File: src/rtl/multicycle_control.sv
// Multi-cycle RV32I control unit: fetch/decode/exec/mem/writeback FSM with ready handshakes,
// memory timeout and sticky illegal trap. Multiply support is enabled by defining CTRL_MUL_EN.
module multicycle_control #(
    parameter int unsigned MUL_CYCLES  = 4,
    parameter int unsigned MEM_TIMEOUT = 15
) (
    input  logic       clk,
    input  logic       rst,
    input  logic [6:0] opcode,
    input  logic [2:0] funct3,
    input  logic [6:0] funct7,
    input  logic       instr_ready,
    input  logic       data_ready,
    output logic       instr_mem_read,
    output logic       ir_write,
    output logic       data_mem_read,
    output logic [3:0] data_mem_write,
    output logic       rd_write,
    output logic       pc_write,
    output logic [3:0] aluSel,
    output logic       aluSrc1Sel,
    output logic [2:0] aluSrc2Sel,
    output logic [2:0] wbSel,
    output logic [2:0] pcSel,
    output logic       illegal,
    output logic [2:0] state
);

    typedef enum logic [2:0] {
        S_IDLE, S_FETCH, S_DECODE, S_EXEC, S_MUL_WAIT, S_MEM, S_WB, S_TRAP
    } state_t;

    typedef enum logic [3:0] {
        C_R, C_LOAD, C_OPIMM, C_JALR, C_STORE, C_BRANCH, C_AUIPC, C_LUI, C_JAL, C_BAD
    } cls_t;

    localparam logic [3:0] ALU_AND = 4'd0,  ALU_OR  = 4'd1,  ALU_ADD  = 4'd2,  ALU_SUB  = 4'd3;
    localparam logic [3:0] ALU_SLT = 4'd4,  ALU_XOR = 4'd5,  ALU_SLL  = 4'd6,  ALU_SLTU = 4'd7;
    localparam logic [3:0] ALU_SRL = 4'd8,  ALU_SRA = 4'd9,  ALU_NONE = 4'd13, ALU_RS2  = 4'd15;

    localparam bit          TMO_EN   = (MEM_TIMEOUT != 0);
    localparam logic [15:0] TMO_LAST = 16'(MEM_TIMEOUT - 1);

    if (MUL_CYCLES < 1 || MUL_CYCLES > 16) begin : g_mul_cycles_range
        $error("MUL_CYCLES must be within 1..16");
    end

    state_t      state_q, state_d;
    logic [15:0] wait_cnt_q, wait_cnt_d;
    cls_t        cls_q, dec_cls;
    logic [3:0]  alu_sel_q, dec_alu, r_alu, i_alu;
    logic        src1_q, dec_s1;
    logic [2:0]  src2_q, dec_s2, wb_sel_q, dec_wb, pc_sel_q, dec_pc;
    logic [3:0]  be_q, dec_be;
    logic        dec_bad, latch_dec, trap;

`ifdef CTRL_MUL_EN
    localparam logic [3:0] MUL_LAST = 4'(MUL_CYCLES - 1);
    logic [3:0] mul_cnt_q, mul_cnt_d;
    logic       is_mul;
    assign is_mul = (alu_sel_q == 4'd10) || (alu_sel_q == 4'd11) || (alu_sel_q == 4'd12);
`endif

    // Register-register and immediate ALU op selection; NONE marks an illegal encoding.
    always_comb begin
        r_alu = ALU_NONE;
        case (funct7)
            7'b0000000: begin
                case (funct3)
                    3'b000:  r_alu = ALU_ADD;
                    3'b001:  r_alu = ALU_SLL;
                    3'b010:  r_alu = ALU_SLT;
                    3'b011:  r_alu = ALU_SLTU;
                    3'b100:  r_alu = ALU_XOR;
                    3'b101:  r_alu = ALU_SRL;
                    3'b110:  r_alu = ALU_OR;
                    default: r_alu = ALU_AND;
                endcase
            end
            7'b0100000: begin
                if (funct3 == 3'b000) r_alu = ALU_SUB;
                else if (funct3 == 3'b101) r_alu = ALU_SRA;
            end
`ifdef CTRL_MUL_EN
            7'b0000001: begin
                if (funct3 == 3'b000) r_alu = 4'd10;
                else if (funct3 == 3'b001) r_alu = 4'd11;
                else if (funct3 == 3'b011) r_alu = 4'd12;
            end
`endif
            default: r_alu = ALU_NONE;
        endcase

        i_alu = ALU_NONE;
        case (funct3)
            3'b000:  i_alu = ALU_ADD;
            3'b001:  i_alu = (funct7 == 7'b0000000) ? ALU_SLL : ALU_NONE;
            3'b010:  i_alu = ALU_SLT;
            3'b011:  i_alu = ALU_SLTU;
            3'b100:  i_alu = ALU_XOR;
            3'b101:  i_alu = (funct7 == 7'b0000000) ? ALU_SRL :
                             (funct7 == 7'b0100000) ? ALU_SRA : ALU_NONE;
            3'b110:  i_alu = ALU_OR;
            default: i_alu = ALU_AND;
        endcase
    end

    always_comb begin
        dec_cls = C_BAD;
        dec_alu = ALU_NONE;
        dec_s1  = 1'b0;
        dec_s2  = 3'd0;
        dec_wb  = 3'd0;
        dec_pc  = 3'd0;
        dec_be  = 4'b0000;
        case (opcode)
            7'b0110011: begin dec_cls = C_R;     dec_alu = r_alu; end
            7'b0010011: begin dec_cls = C_OPIMM; dec_alu = i_alu; dec_s2 = 3'd2; end
            7'b0000011: begin
                dec_cls = C_LOAD; dec_alu = ALU_ADD; dec_s2 = 3'd2;
                case (funct3)
                    3'b000:  dec_wb = 3'd3;
                    3'b001:  dec_wb = 3'd4;
                    3'b100:  dec_wb = 3'd5;
                    3'b101:  dec_wb = 3'd6;
                    default: dec_wb = 3'd1;
                endcase
            end
            7'b0100011: begin
                dec_cls = C_STORE; dec_alu = ALU_ADD; dec_s2 = 3'd1;
                case (funct3)
                    3'b000:  dec_be = 4'b0001;
                    3'b001:  dec_be = 4'b0011;
                    default: dec_be = 4'b1111;
                endcase
            end
            7'b1100111: begin dec_cls = C_JALR;   dec_alu = ALU_ADD; dec_s2 = 3'd4; dec_wb = 3'd2; dec_pc = 3'd1; end
            7'b1100011: begin dec_cls = C_BRANCH; dec_alu = ALU_ADD; dec_s1 = 1'b1; dec_s2 = 3'd5; dec_pc = 3'd2; end
            7'b0010111: begin dec_cls = C_AUIPC;  dec_alu = ALU_ADD; dec_s1 = 1'b1; dec_s2 = 3'd3; end
            7'b0110111: begin dec_cls = C_LUI;    dec_alu = ALU_RS2; dec_s1 = 1'b1; dec_s2 = 3'd3; end
            7'b1101111: begin dec_cls = C_JAL;    dec_alu = ALU_ADD; dec_s1 = 1'b1; dec_s2 = 3'd6; dec_wb = 3'd2; dec_pc = 3'd1; end
            default:    dec_cls = C_BAD;
        endcase
        dec_bad = (dec_cls == C_BAD) || (dec_alu == ALU_NONE);
    end

    always_comb begin
        state_d        = state_q;
        wait_cnt_d     = wait_cnt_q;
`ifdef CTRL_MUL_EN
        mul_cnt_d      = mul_cnt_q;
`endif
        latch_dec      = 1'b0;
        instr_mem_read = 1'b0;
        ir_write       = 1'b0;
        data_mem_read  = 1'b0;
        data_mem_write = 4'b0000;
        rd_write       = 1'b0;
        pc_write       = 1'b0;
        case (state_q)
            S_IDLE: begin
                state_d    = S_FETCH;
                wait_cnt_d = 16'd0;
            end
            S_FETCH: begin
                instr_mem_read = 1'b1;
                if (instr_ready) begin
                    ir_write   = 1'b1;
                    state_d    = S_DECODE;
                    wait_cnt_d = 16'd0;
                end else if (TMO_EN && wait_cnt_q == TMO_LAST) begin
                    state_d = S_TRAP;
                end else begin
                    wait_cnt_d = wait_cnt_q + 16'd1;
                end
            end
            S_DECODE: begin
                if (dec_bad) begin
                    state_d = S_TRAP;
                end else begin
                    latch_dec = 1'b1;
                    state_d   = S_EXEC;
                end
            end
            S_EXEC: begin
                wait_cnt_d = 16'd0;
                if (cls_q == C_LOAD || cls_q == C_STORE) begin
                    state_d = S_MEM;
`ifdef CTRL_MUL_EN
                end else if (is_mul && MUL_CYCLES > 1) begin
                    state_d   = S_MUL_WAIT;
                    mul_cnt_d = 4'd1;
`endif
                end else begin
                    state_d = S_WB;
                end
            end
`ifdef CTRL_MUL_EN
            S_MUL_WAIT: begin
                if (mul_cnt_q == MUL_LAST) state_d = S_WB;
                else mul_cnt_d = mul_cnt_q + 4'd1;
            end
`endif
            S_MEM: begin
                if (cls_q == C_STORE) data_mem_write = be_q;
                else data_mem_read = 1'b1;
                if (data_ready) begin
                    // A store retires here, so the PC advances with the completing access.
                    if (cls_q == C_STORE) begin
                        pc_write = 1'b1;
                        state_d  = S_FETCH;
                    end else begin
                        state_d = S_WB;
                    end
                    wait_cnt_d = 16'd0;
                end else if (TMO_EN && wait_cnt_q == TMO_LAST) begin
                    state_d = S_TRAP;
                end else begin
                    wait_cnt_d = wait_cnt_q + 16'd1;
                end
            end
            S_WB: begin
                rd_write   = (cls_q != C_BRANCH);
                pc_write   = 1'b1;
                state_d    = S_FETCH;
                wait_cnt_d = 16'd0;
            end
            S_TRAP:  state_d = S_TRAP;
            default: state_d = S_TRAP;
        endcase
    end

    always_ff @(posedge clk or posedge rst) begin
        if (rst) begin
            state_q    <= S_IDLE;
            wait_cnt_q <= 16'd0;
            cls_q      <= C_R;
            alu_sel_q  <= ALU_NONE;
            src1_q     <= 1'b0;
            src2_q     <= 3'd0;
            wb_sel_q   <= 3'd0;
            pc_sel_q   <= 3'd0;
            be_q       <= 4'b0000;
        end else begin
            state_q    <= state_d;
            wait_cnt_q <= wait_cnt_d;
            if (latch_dec) begin
                cls_q     <= dec_cls;
                alu_sel_q <= dec_alu;
                src1_q    <= dec_s1;
                src2_q    <= dec_s2;
                wb_sel_q  <= dec_wb;
                pc_sel_q  <= dec_pc;
                be_q      <= dec_be;
            end
        end
    end

`ifdef CTRL_MUL_EN
    always_ff @(posedge clk or posedge rst) begin
        if (rst) mul_cnt_q <= 4'd0;
        else     mul_cnt_q <= mul_cnt_d;
    end
`endif

    assign trap       = (state_q == S_TRAP);
    assign illegal    = trap;
    assign state      = state_q;
    assign aluSel     = trap ? ALU_NONE : alu_sel_q;
    assign aluSrc1Sel = trap ? 1'b0 : src1_q;
    assign aluSrc2Sel = trap ? 3'd0 : src2_q;
    assign wbSel      = trap ? 3'd0 : wb_sel_q;
    assign pcSel      = trap ? 3'd0 : pc_sel_q;

endmodule

File: config.mk
export PLATFORM = sky130hd
export DESIGN_NAME = multicycle_control
export DESIGN_NICKNAME = d
export VERILOG_FILES = /design/src/rtl/multicycle_control.sv
export SDC_FILE = /design/constraint.sdc
export NUM_CORES = 1
export LEC_CHECK = 0
export CORE_MARGIN = 10
export CORE_UTILIZATION = 57
export DETAILED_ROUTE_END_ITERATION = 8
export PLACE_DENSITY = 0.85
export REMOVE_ABC_BUFFERS = 1
export SLEW_MARGIN = 25
export SYNTH_ARGS = -nofsm -noshare
export SYNTH_HDL_FRONTEND = slang
export SYNTH_SLANG_ARGS = --single-unit
File: constraint.sdc
create_clock -name clk -period 4.6 [get_ports clk]
set_input_delay 1.15 -clock clk [delete_from_list [all_inputs] [get_ports clk]]
set_output_delay 1.15 -clock clk [all_outputs]
set_load 0.01 [all_outputs]
After elaboration in Yosys (flattened, before gate mapping)
Cells that the tools add are included.
- register bits after elaboration: 41
- latch bits: 0
- memory bits (writable): 0
- memory bits (read-only): 0
- input bits: 21
- output and inout bits: 27
- logic and storage cells: 97
- memories kept: 0
- add/subtract/negate cells: 1
- $mul: 0
- div/mod/pow operators: 0
- magnitude comparators: 0
- equality and inequality tests: 28
- shift-type cells: 0
- mux-type cells: 46
- bitwise logic cells: 0
- reductions and logical operators: 13
- operators by type and width (kind ; number):
    $pmux 4 s7 ; 2
    $mux 16 ; 3
    $pmux 16 s3 ; 1
    $pmux 4 s9 ; 1
    $mux 3 ; 11
    $eq 7x6->1 const B ; 4
    $mux 4 ; 6
    $eq 7x7->1 const B ; 3
    $eq 3x3->1 const B ; 6
    $pmux 3 s6 ; 1
    $add 16x1->16 const B ; 1
    $eq 16x4->1 const B ; 1
    $pmux 4 s2 ; 2
    $pmux 4 s4 ; 1
    $pmux 3 s5 ; 1
    $eq 7x5->1 const B ; 2
    $eq 3x2->1 const B ; 4
    $mux 1 ; 12
    $pmux 3 s4 ; 1
    $eq 4x4->1 const B ; 2
    $reduce_or 2->1 ; 4
    $eq 7x2->1 const B ; 1
    $logic_not 7->1 ; 1
    $eq 3x1->1 const B ; 2
    13 further kinds ; 15

Logic depth before layout (Yosys ltp)
Gate-level depths: netlist of the first run.
- depth in word-level cells: 9
- depth in mapped cells: 9
- mapped depth without buffers: 8

Worst setup path after synthesis of the first run
Ideal clock, no wire load.
- kind: input port to flip-flop
- from: in funct7[1]
- to: reg be_q[0]
- setup time: 125 ps
- arrival: 2817 ps
- setup slack: 1658 ps
- cell stages on the path: 7
- path buffers: 1
- cells stage by stage: or4_4 nor3_1 o2bb2ai_1 a41o_2 o21ai_4 buf_6 mux2_4
- longest elaborated chain between the ends: 9
- elaborated cells on any way between the ends: 12
- classes of those cells: 2 x eq/ne; 8 x mux; 2 x reduce/logical
- ends and longest elaborated chain (what ; RTL line ; RTL):
    start: declaration ; 11 ; input logic [6:0] funct7,
    $eq 7x6->1 ; 67, 102 ;
    $mux 3 ; 102 ; (funct7 == 7'b0100000) ? ALU_SRA : ALU_NONE;
    $mux 3 ; 101 ; 3'b101: i_alu = (funct7 == 7'b0000000) ? ALU_SRL :
    $pmux 4 s7 ; 95 ; case (funct3)
    $pmux 4 s4 (*) ; 116 ; case (opcode)
    $eq 4x4->1 (*) ; 144 ; dec_bad = (dec_cls == C_BAD) || (dec_alu == ALU_NONE);
    $logic_or 1x1->1 (*) ; 144 ;
    $mux 1 (*) ; 178 ; if (dec_bad) begin
    $mux 1 (*) ; 160 ; case (state_q)
    end signal: assignment ; 243 ; be_q <= 4'b0000;
    end signal: assignment ; 254 ; be_q <= dec_be;
    end: declaration ; 54 ; logic [3:0] be_q, dec_be;
Mark *: on every way between the ends. The rest lies on a longest branch, timed or not.
A chain may end at the register's enable or synchronous reset.

Worst setup path in the final report of the first run
- from: in data_ready
- to: out pc_write
- longest elaborated chain between the ends: 2
- ends and longest elaborated chain (what ; RTL line ; RTL):
    start: declaration ; 13 ; input logic data_ready,
    $mux 1 ; 207 ; if (data_ready) begin
    $pmux 1 s2 ; 160 ;
    end: declaration ; 19 ; output logic pc_write,
No other way between the ends.

==> results of run 1 <==
-- final cells by class --
| class | count | area (µm²) | share of cell area [%] |
|---|---|---|---|
| clock buffer | 6 | 82.6 | 2.58 |
| clock inverter | 2 | 35.0 | 1.10 |
| inverter | 19 | 71.3 | 2.23 |
| multi-input combinational | 227 | 1480 | 46.1 |
| sequential | 39 | 980 | 30.6 |
| tap | 52 | 65.1 | 2.03 |
| timing repair buffer | 50 | 490 | 15.3 |
-- final timing paths --
kind | from | endpoint | slack (ns) | cells after the start
worst max register to register | state[2] | wait_cnt_q[14] | 2.04 | 6
min in group asynchronous | rst | wait_cnt_q[1] | 1.27 | 3
worst max-delay path | data_ready | pc_write | 0.81 | 5
worst min register to register | alu_sel_q[2] | alu_sel_q[2] | 0.50 | 2
worst min-delay path | alu_sel_q[2] | alu_sel_q[2] | 0.50 | 2
max in group asynchronous | rst | alu_sel_q[3] | 2.97 | 3
-- registers in the layout, indices dropped and copies added (netlist names) --
signal	cells
wait_cnt_q	16
alu_sel_q	4
cls_q	4
be_q	3
src2_q	3
state	3
wb_sel_q	3
pc_sel_q	2
src1_q	1
-- through the flow --
step / util, % / setup WS [ns] / total power (µW) / hold slack, ns
floorplan: - / 1.73 / 776 / 0.458
global placement: 70.3 / 0.839 / 994 / 0.473
detailed placement: 70.3 / 0.809 / 1010 / 0.481
CTS: 73.0 / 0.803 / 1310 / 0.497
global route: 73.0 / 0.677 / 1390 / 0.514
finish: 73.0 / 0.809 / 1300 / 0.497
-- layout by cell type, fill, tap and decap left out, drive strengths merged, types with 2 or more instances in the layout --
| master | instances |
|---|---|
| clkdlybuf4s50 | 46 |
| dfrtp | 36 |
| nor2 | 32 |
| nand2 | 24 |
| inv | 19 |
| o21ai | 19 |
| nand3 | 16 |
| and2 | 15 |
| xor2 | 13 |
| mux2 | 10 |
| a21oi | 9 |
| and3 | 8 |
| mux2i | 8 |
| nand4 | 6 |
| clkbuf | 6 |
| or4 | 6 |
| nor2b | 6 |
| nor3 | 5 |
| xnor2 | 4 |
| a31oi | 4 |
| buf | 4 |
| o22ai | 3 |
| or3 | 3 |
| a22oi | 3 |
| dfstp | 3 |
| and4 | 2 |
| nand2b | 2 |
| a211oi | 2 |
| o41ai | 2 |
| o31ai | 2 |
| o211ai | 2 |
| ha | 2 |
-- where the power goes --
part | switching (µW) | total [µW] | internal, µW
Clock | 120 | 296 | 175
Combinational | 298 | 543 | 245
Sequential | 61.7 | 460 | 398
Total | 481 | 1300 | 818
-- layer usage --
metal	GRT usage, %	vias up	part of all wire (%)
met3	4.46	9	5.7
met4	6.96	0	1.7
met2	28.7	73	50
li1	-	1141	-
met5	0	-	0
met1	20.4	1096	42
-- cells by family after synthesis --
| kind of cell | after synthesis | share of synthesized area (%) |
|---|---|---|
| xor+xnor | 17 | 5.72 |
| simple gates | 131 | 27.2 |
| mux | 18 | 7.55 |
| other cells | 1 | 0.144 |
| compound gates | 58 | 15.2 |
| flops | 39 | 37.7 |
| fa+ha+maj | 2 | 0.962 |
| buf+inv | 34 | 5.63 |
-- critical path, delay by kind of cell --
family,cells,cell delay (ns)
buf+inv,2,1.12
simple gates,2,0.23
compound gates,1,0.14
==> summary.txt, run 1 <==
Timing
  • Max-slew headroom: between 60% and 70%
  • F_max: 264 MHz
  • Finish-stage setup viols: 0
  • Clock Skew: 0.00139 ns
  • RSZ-0062 raised after global routing: false
  • Fin. max-slew vios: 0
  • Worst slew pin tran: 0.595 ns
  • Setup TNS: 0 ns
  • Final period util: between 80% and 90%
  • Endpoints failing hold: 0
  • Final min period: between 3 and 4 ns

Yosys
  • Count leader, synth: dfrtp_1
  • Largest area contributor in the netlist: dfrtp_1
  • Area share of the largest cell type after synthesis: 34.6%
  • Synth top area cells: dfrtp_1 35%, nor2_1 4.6%, xor2_1 4.4%
  • Ys async rst share: 100%
  • Post-synth cell types: 56
  • Yosys reg bits: 39
  • Synth Area per Inst: around 8.7 µm²
  • Mapped Cells: 300
  • Sequential area share after synthesis: 37.7%
  • Number of synthesized flops with an enable pin: 0
  • Top cell types by occurrence after synthesis: 36 x dfrtp_1, 32 x nor2_1, 24 x nand2_1
  • Synth Cell Area: 2600 µm²
  • Synth Flop Type: dfrtp_1
  • Number of synthesis warnings: 0

Global route
  • Tot GR Track Use: between 10% and 20%
  • Total gr overflow: 0
  • Vias in the first global route: 2,318
  • Initial antenna violation count: 0
  • First-pass GRT wire length: about 11 mm
  • Largest net degree at the start of global routing: 40

Final layout
  • Area growth from synthesis to layout: 23.0%
  • FILL cells: 328
  • Share of cells above drive strength 1: 10.2%
  • Non-filler cells in the finished layout: 395
  • Post-route cell area: 3200 µm²
  • Ant. Diodes: 0
  • Fin nets: 365

Worst setup path
  • Top cell by count, worst path: clkdlybuf4s50_1
  • CP max stage cell: clkdlybuf4s50_1
  • Slowest stage delay, CP: 0.58 ns
  • Critical path class: input pin to primary output
  • Startpoint type of the worst setup path: input pin
  • Critical Path RT: 3.45 ns
  • Worst Path Max Fanout: 7
  • Worst EP arrival: about 2.6 ns
  • CP Capture Type: primary output
  • CP Cell Sequence: clkdlybuf4s50_1 > nand2_1 > o21ai_0 > and2_1 > clkdlybuf4s50_1

Clock network
  • Clock insertion delay at the later pin of the skew report: 0.29 ns
  • Post-CTS Setup Inserts: 0
  • H-tree lvl count: 2
  • Clock root cell: clkbuf_8
  • TritonCTS clock tree: done
  • Post-CTS resize count: 0
  • Hold Buf Count CTS: 0
  • Clk slew on worst S/H paths: about 0.07 ns
  • Clk buf depth: 2
  • Inserted Clock Buffers: 5
  • Clk sink count: 39

Drt
  • Post-detailed-route count of antenna-violating nets: 0
  • DR vias/cell: between 5 and 6
  • Via count: 2,319
  • Pre-Repair DR Iteration Count: 4
  • Overall routed net length: around 6.3 mm
  • DR iter-0 viols: 128
  • Routed WL per cell: 15.8 µm
  • DRC viols: 0

Power and ir drop
  • Pwr dens: between 400 and 500 nW/µm²
  • Worst ir drop on vdd: 0.232 mV
  • LEAKAGE: 0.00148 µW

Min path
  • Min-delay worst type: register to register

Floorplanning
  • Initial Util: 59.3%
  • Top-level port count: 48
  • Die height: 87.6 µm
  • CORE AREA: between 4000 and 5000 µm²
  • Row cnt: 24
  • Die Wd: 87.6 µm
  • DIE AREA: between 7000 and 8000 µm²

Run status
  • Status: completed

Flow run
  • Max_cap viols: 0

Placed design
  • I/O Buffers: 46
  • DP Cell Count: 387
  • Placed instance area: just over 3000 µm²
  • GP Congestion: 0.930
  • Dpl hpwl: 4.71 mm
Power figures use the tool's default switching activity.
==> run 2: changes to the inputs <==
CORE_UTILIZATION = 48   (was 57)
PLACE_DENSITY = 0.76   (was 0.85)
clock period = 3.42 ns   (was 4.6 ns; I/O delays follow)
==> run 2 against run 1 <==
Net effect:
- routed wire length increased by 0.21%
- clock-buffer cell count decreased by 1
- utilization decreased by 10 points
- critical endpoint is now aluSel[1]
- cell area increased by 1.5%
- clock skew increased by 0.0051 ns
- die area increased by 14%
==> summary.txt, run 2 (synthesis results as in run 1) <==
Power and ir drop
  • Pwr dens: 536 nW/µm² (+32%)
  • Worst ir drop on vdd: 0.386 mV (+66%)
  • LEAKAGE: 0.00150 µW (+1.1%)

Min path
  • Min-delay worst type: register to register

Floorplanning
  • DIE AREA: 8760 µm² (+14%)
  • Top-level port count: 48 (unchanged)
  • CORE AREA: 5170 µm² (+18%)
  • Die height: 93.6 µm (+6.9%)
  • Row cnt: 26 (+8.3%)
  • Die Wd: 93.6 µm (+6.9%)
  • Initial Util: 50.3% (-9.0 points)

Placed design
  • Placement Setup Slack: 0.152 ns (-0.657 ns)
  • DP Cell Count: 409 (+5.7%)
  • GP Congestion: 0.934 (+0.42%)
  • I/O Buffers: 46 (unchanged)
  • Dpl hpwl: 4.80 mm (+1.9%)

Worst setup path
  • Critical path's top delay family: simple AND/OR/NAND/NOR gates
  • CP Capture Type: primary output
  • Buffer and inverter count on the worst path: 1 (-1)
  • R2R setup slack: 0.87 ns (-1.17 ns)
  • Slowest stage delay, CP: 0.67 ns (+0.09 ns)
  • CP Cell Sequence: nand3_1 > and2_1 > clkdlybuf4s50_1
  • Worst Path Max Fanout: 18 (+11)
  • Critical path class: register to primary output
  • Critical Path RT: 2.56 ns (-0.89 ns)
  • Startpoint type of the worst setup path: register
  • Worst EP arrival: 2.24 ns (-0.40 ns)
  • CP max stage cell: dfrtp_1

Drt
  • DRC viols: 0 (unchanged)
  • DR vias/cell: 5.62 (-4.2%)
  • DR iter-0 viols: 104 (-19%)
  • Overall routed net length: 6.27 mm (+0.21%)
  • Via count: 2,345 (+1.1%)
  • Pre-Repair DR Iteration Count: 4 (unchanged)
  • Routed WL per cell: 15.0 µm (-5.1%)
  • Post-detailed-route count of antenna-violating nets: 0 (unchanged)

Timing
  • Setup TNS: 0 ns (unchanged)
  • Fin. max-slew vios: 0 (unchanged)
  • Smallest hold slack: 0.490 ns (-0.00642 ns)
  • Endpoints failing hold: 0 (unchanged)
  • RSZ-0062 raised after global routing: false
  • Finish-stage setup viols: 0 (unchanged)
  • F_max: 323 MHz
  • Max-slew headroom: 65.5% (+5.3 points)
  • Clock Skew: 0.00652 ns (+0.00513 ns)
  • Final worst setup slack: 0.325 ns (-0.483 ns)
  • Worst slew pin tran: 0.517 ns (-0.0771 ns)
  • Final min period: 3.09 ns
  • Final period util: 90.5%

Run status
  • Status: completed

Clock network
  • Inserted Clock Buffers: 5 (unchanged)
  • Clock insertion delay at the later pin of the skew report: 0.29 ns (about the same)
  • Clk sink count: 39 (unchanged)
  • H-tree lvl count: 2 (unchanged)
  • Post-CTS resize count: 0 (unchanged)
  • Clk buf depth: 2 (unchanged)
  • Hold Buf Count CTS: 0 (unchanged)
  • Post-CTS Setup Inserts: 0 (unchanged)
  • Clk slew on worst S/H paths: 0.08 ns (about the same)
  • TritonCTS clock tree: done
  • Clock root cell: clkbuf_8

Final layout
  • Largest reg by FF count: wait_cnt_q
  • Ant. Diodes: 0 (unchanged)
  • Commonest non-fill, non-tap cell in the layout: clkdlybuf4s50_1
  • Area of the multi-input gates: 1480 µm² (unchanged)
  • Area growth from synthesis to layout: 24.8%
  • Largest regs: wait_cnt_q x16, alu_sel_q x4, cls_q x4
  • Storage element area: 980 µm² (unchanged)
  • Non-filler cells in the finished layout: 417 (+5.6%)
  • Share of cells above drive strength 1: 11.2% (+1.0 points)
  • Max FFs per register: 16 (unchanged)
  • FILL cells: 425 (+30%)
  • Most frequent cells in the layout: 46 x clkdlybuf4s50_1, 36 x dfrtp_1, 32 x nor2_1
  • Fin nets: 369 (+1.1%)

Global route
  • Initial antenna violation count: 0 (unchanged)
  • Vias in the first global route: 2,403 (+3.7%)
  • Tot GR Track Use: 14.8% (-2.4 points)
  • Largest net degree at the start of global routing: 40 (unchanged)
  • Total gr overflow: 0 (unchanged)
  • First-pass GRT wire length: 10.9 mm (+1.7%)

Flow run
  • Max_cap viols: 0 (unchanged)
-- run 2: changes by cell type in the layout (fill, tap and decap cells not counted), sizes merged --
cell	delta
buf	+4
clkbuf	-1
clkinv	+1
-- run 2: metrics by stage --
| stage | instance area (µm²) | power (µW) | utilization [%] |
|---|---|---|---|
| after floorplan | 2530 | 1040 | - |
| after global placement | 3130 | 1360 | 60.6 |
| after detailed placement | 3130 | 1370 | 60.6 |
| after CTS | 3250 | 1750 | 62.8 |
| after global routing | 3250 | 1870 | 62.8 |
| final | 3250 | 1740 | 62.8 |
-- run 2: path summary, 6_finish.rpt --
kind                                   to  cells past startpoint         start
max                             aluSel[1]                      3      state[2]
max in group asynchronous    alu_sel_q[2]                      3           rst
min                          alu_sel_q[3]                      2  alu_sel_q[3]
min in group asynchronous   wait_cnt_q[1]                      3           rst
max reg2reg                wait_cnt_q[14]                      6      state[2]
min reg2reg                  alu_sel_q[3]                      2  alu_sel_q[3]
-- run 2: worst reg2reg max path, cell delays in order, from the launching register on --
cell and delay [ns]:
dfrtp_1 0.67, xor2_1 0.33, a2bb2oi_2 0.18, nor2b_4 0.33, nand2_1 0.14, or4b_2 0.67
o21ai_0 0.15
-- run 2: area by class of cell --
type,instances,area share [%]
repair buffers,54,16.0
clock inverters,3,1.35
clock buffers,5,2.12
well taps,70,2.70
multi-input cells,227,45.4
inverters,19,2.20
flip-flops and latches,39,30.2
-- run 2: routing by layer --
layer | GRT usage (%) | vias up | part of all wire (%)
met4 | 2.41 | 0 | 0.93
met3 | 4.00 | 13 | 5.7
met1 | 17.9 | 1124 | 44
met5 | 0 | - | 0
li1 | - | 1146 | -
met2 | 25.9 | 62 | 50
-- run 2: power by group --
part	switching (µW)	internal, µW	total (µW)
registers	83.5	536	619
clock network	165	217	382
logic	407	332	739
